==> config.mk <==
export PLATFORM = sky130hd
export DESIGN_NAME = sand_sweep_ctrl_flat
export DESIGN_NICKNAME = d
export VERILOG_FILES = /design/src/rtl/sand_sweep_ctrl_if.sv /design/src/rtl/sand_sweep_ctrl.sv /design/src/flat_wrapper.sv
export SDC_FILE = /design/constraint.sdc
export NUM_CORES = 1
export LEC_CHECK = 0
export ABC_AREA = 1
export CELL_PAD_IN_SITES_DETAIL_PLACEMENT = 0
export CELL_PAD_IN_SITES_GLOBAL_PLACEMENT = 1
export CORE_UTILIZATION = 30
export CTS_BUF_LIST = sky130_fd_sc_hd__clkbuf_8
export DETAILED_ROUTE_END_ITERATION = 8
export PLACE_DENSITY_LB_ADDON = 0.1
export SLEW_MARGIN = 20
export SYNTH_ARGS = -nofsm -noshare
export SYNTH_HDL_FRONTEND = slang
export SYNTH_SLANG_ARGS = --single-unit
==> constraint.sdc <==
create_clock -name clk -period 1.85 [get_ports clk]
set_input_delay 0.37 -clock clk [delete_from_list [all_inputs] [get_ports clk]]
set_output_delay 0.37 -clock clk [all_outputs]
set_load 0.01 [all_outputs]
==> src/rtl/sand_sweep_ctrl_if.sv <==
// rtl/sand_sweep_ctrl_if.sv - tile RAM strobes and tile processor handshake between sweep controller and datapath
interface sand_sweep_ctrl_if;
  logic [9:0] tile_addr;
  logic       read_tile;
  logic       write_tile;
  logic       reset_tile;
  logic       read_ram_a;
  logic       proc_valid;
  logic       proc_ready;
  logic       proc_changed;

  modport master (
    output tile_addr, read_tile, write_tile, reset_tile, read_ram_a, proc_valid,
    input  proc_ready, proc_changed
  );

  modport slave (
    input  tile_addr, read_tile, write_tile, reset_tile, read_ram_a, proc_valid,
    output proc_ready, proc_changed
  );
endinterface

==> src/rtl/sand_sweep_ctrl.sv <==
// rtl/sand_sweep_ctrl.sv - double-buffered tile grid sweep controller (clear, read/process/write, bank swap)
// Optional feature macro: SANDCTRL_AUTOSTOP_EN ends a run after a sweep that changed no tile.
module sand_sweep_ctrl #(
  parameter int NUM_TILES = 1024,
  parameter int CNT_W     = 16
) (
  input  logic                 clk,
  input  logic                 rst_n,
  input  logic                 start,
  input  logic                 clear_req,
  input  logic                 stop_req,
  sand_sweep_ctrl_if.master    bus,
  output logic                 busy,
  output logic                 sweep_done,
  output logic                 stable,
  output logic [CNT_W-1:0]     sweep_count
);

  typedef enum logic [2:0] {IDLE, CLEAR, READ, WAIT, WRITE, SWAP} state_t;

  localparam logic [9:0]       LAST_TILE = 10'(NUM_TILES - 1);
  localparam logic [CNT_W-1:0] CNT_MAX   = '1;

  state_t           state, state_nx;
  logic [9:0]       addr, addr_nx;
  logic             bank, bank_nx;
  logic             dirty, dirty_nx;
  logic             stop_seen, stop_seen_nx;
  logic             stable_nx;
  logic [CNT_W-1:0] cnt, cnt_nx;
  logic             auto_stop;

`ifdef SANDCTRL_AUTOSTOP_EN
  assign auto_stop = stable;
`else
  assign auto_stop = 1'b0;
`endif

  always_ff @(posedge clk or negedge rst_n) begin
    if (!rst_n) begin
      state     <= IDLE;
      addr      <= '0;
      bank      <= 1'b1;
      dirty     <= 1'b0;
      stop_seen <= 1'b0;
      stable    <= 1'b0;
      cnt       <= '0;
    end else begin
      state     <= state_nx;
      addr      <= addr_nx;
      bank      <= bank_nx;
      dirty     <= dirty_nx;
      stop_seen <= stop_seen_nx;
      stable    <= stable_nx;
      cnt       <= cnt_nx;
    end
  end

  // Strobes are decoded from the next state so each one is a flop output.
  always_ff @(posedge clk or negedge rst_n) begin
    if (!rst_n) begin
      bus.read_tile  <= 1'b0;
      bus.write_tile <= 1'b0;
      bus.reset_tile <= 1'b0;
      bus.proc_valid <= 1'b0;
      busy           <= 1'b0;
      sweep_done     <= 1'b0;
    end else begin
      bus.read_tile  <= (state_nx == READ) || (state_nx == WAIT);
      bus.write_tile <= (state_nx == WRITE);
      bus.reset_tile <= (state_nx == CLEAR);
      bus.proc_valid <= (state_nx == WAIT);
      busy           <= (state_nx != IDLE);
      sweep_done     <= (state_nx == SWAP);
    end
  end

  always_comb begin
    state_nx     = state;
    addr_nx      = addr;
    bank_nx      = bank;
    dirty_nx     = dirty;
    stop_seen_nx = stop_seen | stop_req;
    stable_nx    = stable;
    cnt_nx       = cnt;
    case (state)
      IDLE: begin
        stop_seen_nx = 1'b0;
        if (clear_req) begin
          state_nx = CLEAR;
          addr_nx  = '0;
          bank_nx  = 1'b1;
        end else if (start) begin
          state_nx  = READ;
          addr_nx   = '0;
          cnt_nx    = '0;
          stable_nx = 1'b0;
          dirty_nx  = 1'b0;
        end
      end
      CLEAR: begin
        addr_nx = addr + 10'd1;
        if (addr == LAST_TILE) begin
          addr_nx = '0;
          // Bank 1 pass zeroes B, bank 0 pass zeroes A and finishes the clear.
          if (bank) begin
            bank_nx = 1'b0;
          end else begin
            bank_nx  = 1'b1;
            state_nx = IDLE;
          end
        end
      end
      READ: state_nx = WAIT;
      WAIT: begin
        if (bus.proc_ready) begin
          dirty_nx = dirty | bus.proc_changed;
          state_nx = WRITE;
        end
      end
      WRITE: begin
        if (addr == LAST_TILE) begin
          state_nx  = SWAP;
          addr_nx   = '0;
          bank_nx   = ~bank;
          cnt_nx    = (cnt == CNT_MAX) ? cnt : cnt + CNT_W'(1);
          stable_nx = ~dirty;
          dirty_nx  = 1'b0;
        end else begin
          addr_nx  = addr + 10'd1;
          state_nx = READ;
        end
      end
      SWAP: begin
        stop_seen_nx = 1'b0;
        if (stop_seen || stop_req || auto_stop) state_nx = IDLE;
        else                                    state_nx = READ;
      end
      default: state_nx = IDLE;
    endcase
  end

  assign bus.tile_addr  = addr;
  assign bus.read_ram_a = bank;
  assign sweep_count    = cnt;

endmodule

==> src/flat_wrapper.sv <==
// flat-port wrapper written by rule: the top's interface ports become plain ports
module sand_sweep_ctrl_flat 
#(
  parameter int NUM_TILES = 1024,
  parameter int CNT_W     = 16
)
  (clk, rst_n, start, clear_req, stop_req, busy, sweep_done, stable, sweep_count, bus_tile_addr, bus_read_tile, bus_write_tile, bus_reset_tile, bus_read_ram_a, bus_proc_valid, bus_proc_ready, bus_proc_changed);
  sand_sweep_ctrl_if bus_i ();
  input  logic clk;
  input  logic rst_n;
  input  logic start;
  input  logic clear_req;
  input  logic stop_req;
  output logic busy;
  output logic sweep_done;
  output logic stable;
  output logic [CNT_W-1:0] sweep_count;
  output wire logic [$bits(bus_i.tile_addr)-1:0] bus_tile_addr;
  output wire logic [$bits(bus_i.read_tile)-1:0] bus_read_tile;
  output wire logic [$bits(bus_i.write_tile)-1:0] bus_write_tile;
  output wire logic [$bits(bus_i.reset_tile)-1:0] bus_reset_tile;
  output wire logic [$bits(bus_i.read_ram_a)-1:0] bus_read_ram_a;
  output wire logic [$bits(bus_i.proc_valid)-1:0] bus_proc_valid;
  input wire logic [$bits(bus_i.proc_ready)-1:0] bus_proc_ready;
  input wire logic [$bits(bus_i.proc_changed)-1:0] bus_proc_changed;
  assign bus_tile_addr = bus_i.tile_addr;
  assign bus_read_tile = bus_i.read_tile;
  assign bus_write_tile = bus_i.write_tile;
  assign bus_reset_tile = bus_i.reset_tile;
  assign bus_read_ram_a = bus_i.read_ram_a;
  assign bus_proc_valid = bus_i.proc_valid;
  assign bus_i.proc_ready = bus_proc_ready;
  assign bus_i.proc_changed = bus_proc_changed;
  sand_sweep_ctrl #(.NUM_TILES(NUM_TILES), .CNT_W(CNT_W)) u_core (.clk(clk), .rst_n(rst_n), .start(start), .clear_req(clear_req), .stop_req(stop_req), .bus(bus_i), .busy(busy), .sweep_done(sweep_done), .stable(stable), .sweep_count(sweep_count));
endmodule
Word level (Yosys, flattened, before mapping)
Index checks and enable logic that the tools add are counted.

word-level totals
  word-level logic and storage cells = 84
  register bits = 39
  memories = 0
  memory bits (writable) = 0
  latch bits = 0
  input bits = 7
  output and inout bits = 34
  ROM bits = 0

operators by class
  shifts and indexed selects = 0
  reduce and logical (&&, ||, !) cells = 15
  multiplexer cells = 30
  equal/unequal tests = 20
  div/mod/pow operators = 0
  magnitude comparators = 0
  bitwise gates (word level) = 4
  multipliers = 0
  $add $sub $neg = 2

operators with widths
  kind                                                                     count
  16-bit two-way mux                                                       4
  16-bit case mux with 2 select lines                                      1
  10-bit two-way mux                                                       3
  10-bit case mux with 2 select lines                                      1
  3-bit two-way mux                                                        6
  3-bit case mux with 6 select lines                                       1
  16-bit by 1-bit adder with 16-bit output, second input constant          1
  16-bit equality test, second input constant                              1
  3-bit by 2-bit equality test with 1-bit output, second input constant    4
  3-bit equality test, second input constant                               4
  10-bit by 1-bit adder with 10-bit output, second input constant          1
  10-bit equality test, second input constant                              1
  1-bit two-way mux                                                        10
  2-bit inequality test, second input constant                             5
  5-bit AND reduction                                                      2
  3-bit nonzero test                                                       3
  4-bit AND reduction                                                      2
  3-bit by 1-bit equality test with 1-bit output, second input constant    2
  1-bit case mux with 3 select lines                                       2
  2-bit by 1-bit inequality test with 1-bit output, second input constant  2
  2-bit nonzero test                                                       2
  2-bit OR reduction                                                       2
  3-bit zero test                                                          1
  3-bit inequality test, second input constant                             1
  other kinds (6)                                                          9

Longest topological paths before layout
  word-level depth = 5
  gate-level depth with buffers = 11
  mapped depth without buffers = 10

Worst setup path before layout
Ideal clock, no wire load.

  path type = register to register
  from = reg u_core.cnt[0] (netlist: u_core.sweep_count[0])
  to = reg u_core.cnt[0] (netlist: u_core.sweep_count[0])
  path slack = 157 ps
  cell stages (with the launch flop) = 12
  clock period less this slack = 1,693 ps
  buffers on the path = 1
  setup time = 116 ps
  required time = 1,734 ps
  data arrival time = 1,576 ps
  cells stage by stage = dfrtp_1 > ha_1 > nand3_2 > nor2_2 > nand2_1 > nor2_1 > nand2_1 > inv_2 > nor2_8 > buf_12 > nand2_2 > nand2_1

on the way
  word-level cells in the longest chain between the ends = 4
  elaborated cells between the ends (all ways) = 7
  those cells by class = add/sub (1); eq/ne (2); mux (3); reduce/logical (1)

RTL lines
  what                                      line                    text
  start, declared                           sand_sweep_ctrl.sv:30   logic [CNT_W-1:0] cnt, cnt_nx;
  start signal, assigned                    sand_sweep_ctrl.sv:55   cnt <= cnt_nx;
  16-bit by 1-bit adder with 16-bit output  sand_sweep_ctrl.sv:126  cnt_nx = (cnt == CNT_MAX) ? cnt : cnt + CNT_W'(1);
  16-bit two-way mux                        sand_sweep_ctrl.sv:126
  16-bit two-way mux                        sand_sweep_ctrl.sv:122  if (addr == LAST_TILE) begin
  16-bit case mux with 2 select lines       sand_sweep_ctrl.sv:86   case (state)

Several ways; a longest one is shown, not always the timed one. The select of a mux whose other input is x is not followed.
A chain may end at the register's enable or synchronous reset.

Final worst setup path
  from = reg u_core.bank (netlist: u_core.bus.read_ram_a)
  to = out bus_read_ram_a

RTL lines
  what                    line                   text
  start, declared         sand_sweep_ctrl.sv:26  logic bank, bank_nx;
  start signal, assigned  sand_sweep_ctrl.sv:51  bank <= bank_nx;
  end, declared           flat_wrapper.sv:22     output wire logic [$bits(bus_i.read_ram_a)-1:0] bus_read_ram_a;

No word-level cell between the ends.

==> flow_summary_export.csv <==
group,metric,value,unit
routing,wl_per_cell,12.2,um
die,die_x,90.2,um
layout,antenna_cells,0,
clock_tree,cts_buffer_depth,2,
layout,finish.net_count,382,
synth,synth_cell_types,30,
power,total_power,3000,uW
timing,slew_headroom,65.8,%
worst_setup_path,crit_family,"flip-flops",
layout,fin_cells,473,
synth,synth_area,2330,um^2
routing,ant_nets,0,
clock_tree,clk_pin_slew,0.09,ns
power,powerDensity,980,nW/um^2
worst_setup_path,reg2reg_depth,10,
synth,synth_async_sr_flop_share,100,%
die,start_util,31.7,%
clock_tree,cts_made_buffers,5,
run,cap_violations,0,
synth,synth_top_family_by_area,"simple AND/OR/NAND/NOR gates",
worst_setup_path,r2r-end,"u_core.sweep_count[2]",
power,vdd_drop_max,0.540,mV
worst_setup_path,worstPathCellList,"clkdlybuf4s50_1",
layout,final_common_cell,"nand2_1",
synth,synthFlopType,"dfrtp_1",
routing,drt-initial-drc-count,45,
timing,setup_viol,0,
routing,met1Wirelength,3220,um
clock_tree,cts.sinks,39,
placement,port_buffers,40,
routing,firstDrtPassIters,4,
worst_setup_path,worstPathMaxFanout,4,
placement,place_inst,465,
layout,layout_common_cells,"nand2_1, nor2_1, clkdlybuf4s50_1, dfrtp_1, inv_1",
die,num_rows,31,
worst_setup_path,crit_path_max_incr_delay,0.56,ns
global_routing,grt_pass1_wl,9850,um
timing,finalMaxSlewViolations,0,
global_routing,grt_max_degree,22,
die,fp.dieH,90.2,um
clock_tree,cts_tree,"yes",
layout,area_delta_synth_final,31.0,%
worst_setup_path,cp_slowest_cell,"dfstp_2",
routing,wl_met3,159,um
hold_path,hp-class,"in -> async",
clock_tree,htreeDepth,2,
routing,drc,0,
timing,fin_crit,1.76,ns
synth,syn_nets,325,
clock_tree,clk_latency,0.30,ns
die,io_pins,41,
worst_setup_path,crit_path_start_kind,"flop",
worst_setup_path,cp_data_required_time,1.48,ns
synth,yosysSeqAreaShare,41.9,%
timing,tightest_slew,0.514,ns
worst_setup_path,worstReg2RegStart,"u_core.bus.tile_addr[1]",
layout,utilization,41.5,%
worst_setup_path,endpoint_kind,"output pin",
timing,fin_crit_sh,95.3,%
synth,yosysWarnings,0,
timing,rsz0062_at_grt,"no",
run_status,outcome,"finished clean",
die,die_area,8140,um^2
power,p_leak,0.00134,uW
synth,synth_simple_gate_area_share,40.0,%
placement,hpwl,4320,um
global_routing,grt-ovfl-total,0,
routing,wl,5750,um
global_routing,grt_pass1_vias,1962,
timing,hold_viol,0,
synth,yosys.area_share.xor_xnor,4.50,%
layout,drive_above_1_share,15.0,%
clock_tree,ctsHoldBuffers,0,
worst_setup_path,criticalPathCategory,"reg -> out",
worst_setup_path,ff2ff_setup_slack,0.17,ns
synth,synth-seq-cells,39,
routing,wl_met2,2320,um
synth,synthCells,316,
synth,syn_avg_cell_area,7.39,um^2
timing,fin_setup_tns,0,ns
synth,synthMuxAreaShare,0,%
synth,synth_enable_flop_cells,0,
routing,highest_layer,"met4",
layout,largest_register_ff_count,16,
clock_tree,cts_root_buf,"clkbuf_8",
timing,clock.fmax,0.567,GHz
timing,clock-skew-final,0.00639,ns
worst_setup_path,cp_data_arrival_time,1.39,ns
worst_setup_path,timing.critical_path.buf_inv,1,
placement,routabilityCongestion,0.782,
global_routing,globalRouteTotalUtil,15.1,%
routing,vias_per_cell,4.40,
synth,synth_compound_area_share,5.68,%
synth,synthAdderAreaFrac,1.07,%
routing,vias,2081,
clock_tree,cts_setup_buffers,0,
die,core_area,7370,um^2
global_routing,antenna_found_initial,0,
-- cell usage after synthesis (3+ instances only) --
master | number | area share (%)
inv_2 | 7 | 1.1
inv_1 | 25 | 4.0
nor2_2 | 3 | 0.80
xor2_1 | 9 | 3.4
nand3_1 | 18 | 3.9
xnor2_1 | 3 | 1.1
o21ai_0 | 12 | 2.6
nand2_2 | 12 | 3.2
nand2_1 | 108 | 17
o21bai_1 | 4 | 1.3
nor3_1 | 3 | 0.64
a21oi_1 | 3 | 0.64
dfrtp_1 | 38 | 41
nand4_1 | 9 | 2.4
nor2_1 | 42 | 6.8
-- metrics by stage --
step	hold slack, ns	instance area, um^2	setup WS [ns]
2_1_floorplan	0.0744	2330	0.157
3_3_place_gp	0.366	2970	0.0856
3_5_place_dp	0.374	2970	0.0563
4_1_cts	0.0439	3060	0.0625
5_1_grt	0.0610	3060	0.0112
6_report	0.0350	3060	0.0875
-- worst max path at each step --
stage / from / endpoint / slack (ns) / depth (start not counted)
3_3_place_gp: clear_req / u_core.sweep_count[3] / 0.09 / 7
6_report: u_core.bus.read_ram_a / bus_read_ram_a / 0.09 / 1
4_1_cts: u_core.bus.read_ram_a / bus_read_ram_a / 0.06 / 1
3_5_place_dp: start / u_core.sweep_count[2] / 0.06 / 8
5_1_grt: u_core.bus.tile_addr[1] / u_core.sweep_count[10] / 0.01 / 10
2_1_floorplan: u_core.sweep_count[0] / u_core.sweep_count[0] / 0.16 / 11
-- layout make-up --
type,count,area [um^2]
well taps,99,124
clock buffers,5,68.8
flip-flops and latches,39,977
fillers,766,4310
repair buffers,54,551
inverters,32,120
clock inverters,3,20.0
multi-input cells,241,1200
-- report_power, final --
group	switching, uW	leakage, uW	total (uW)	internal (uW)
clock	338	0.0000402	601	263
sequential	102	0.000524	1110	1010
combinational	730	0.000775	1290	558
-- routing by layer --
metal	up-vias	track usage [%]
li1	1112	-
met1	934	22.6
met2	31	21.7
met3	4	3.21
met4	0	4.03
met5	-	0
-- cell families (layout without fill, tap and decap cells) --
group,Yosys count,in the layout
and+or+nand+nor,204,204
xor gates and xnor gates,12,12
adders and majority gates,2,2
DFF,39,39
buffers and inverters,36,94
AOI/OAI and AO/OA,23,23
-- timing repair --
action	in CTS	in global routing
hold endpoints to repair	0	0
setup endpoints to repair	0	4
resized for setup	0	1
No activity file was read; power rests on OpenSTA's default activity.
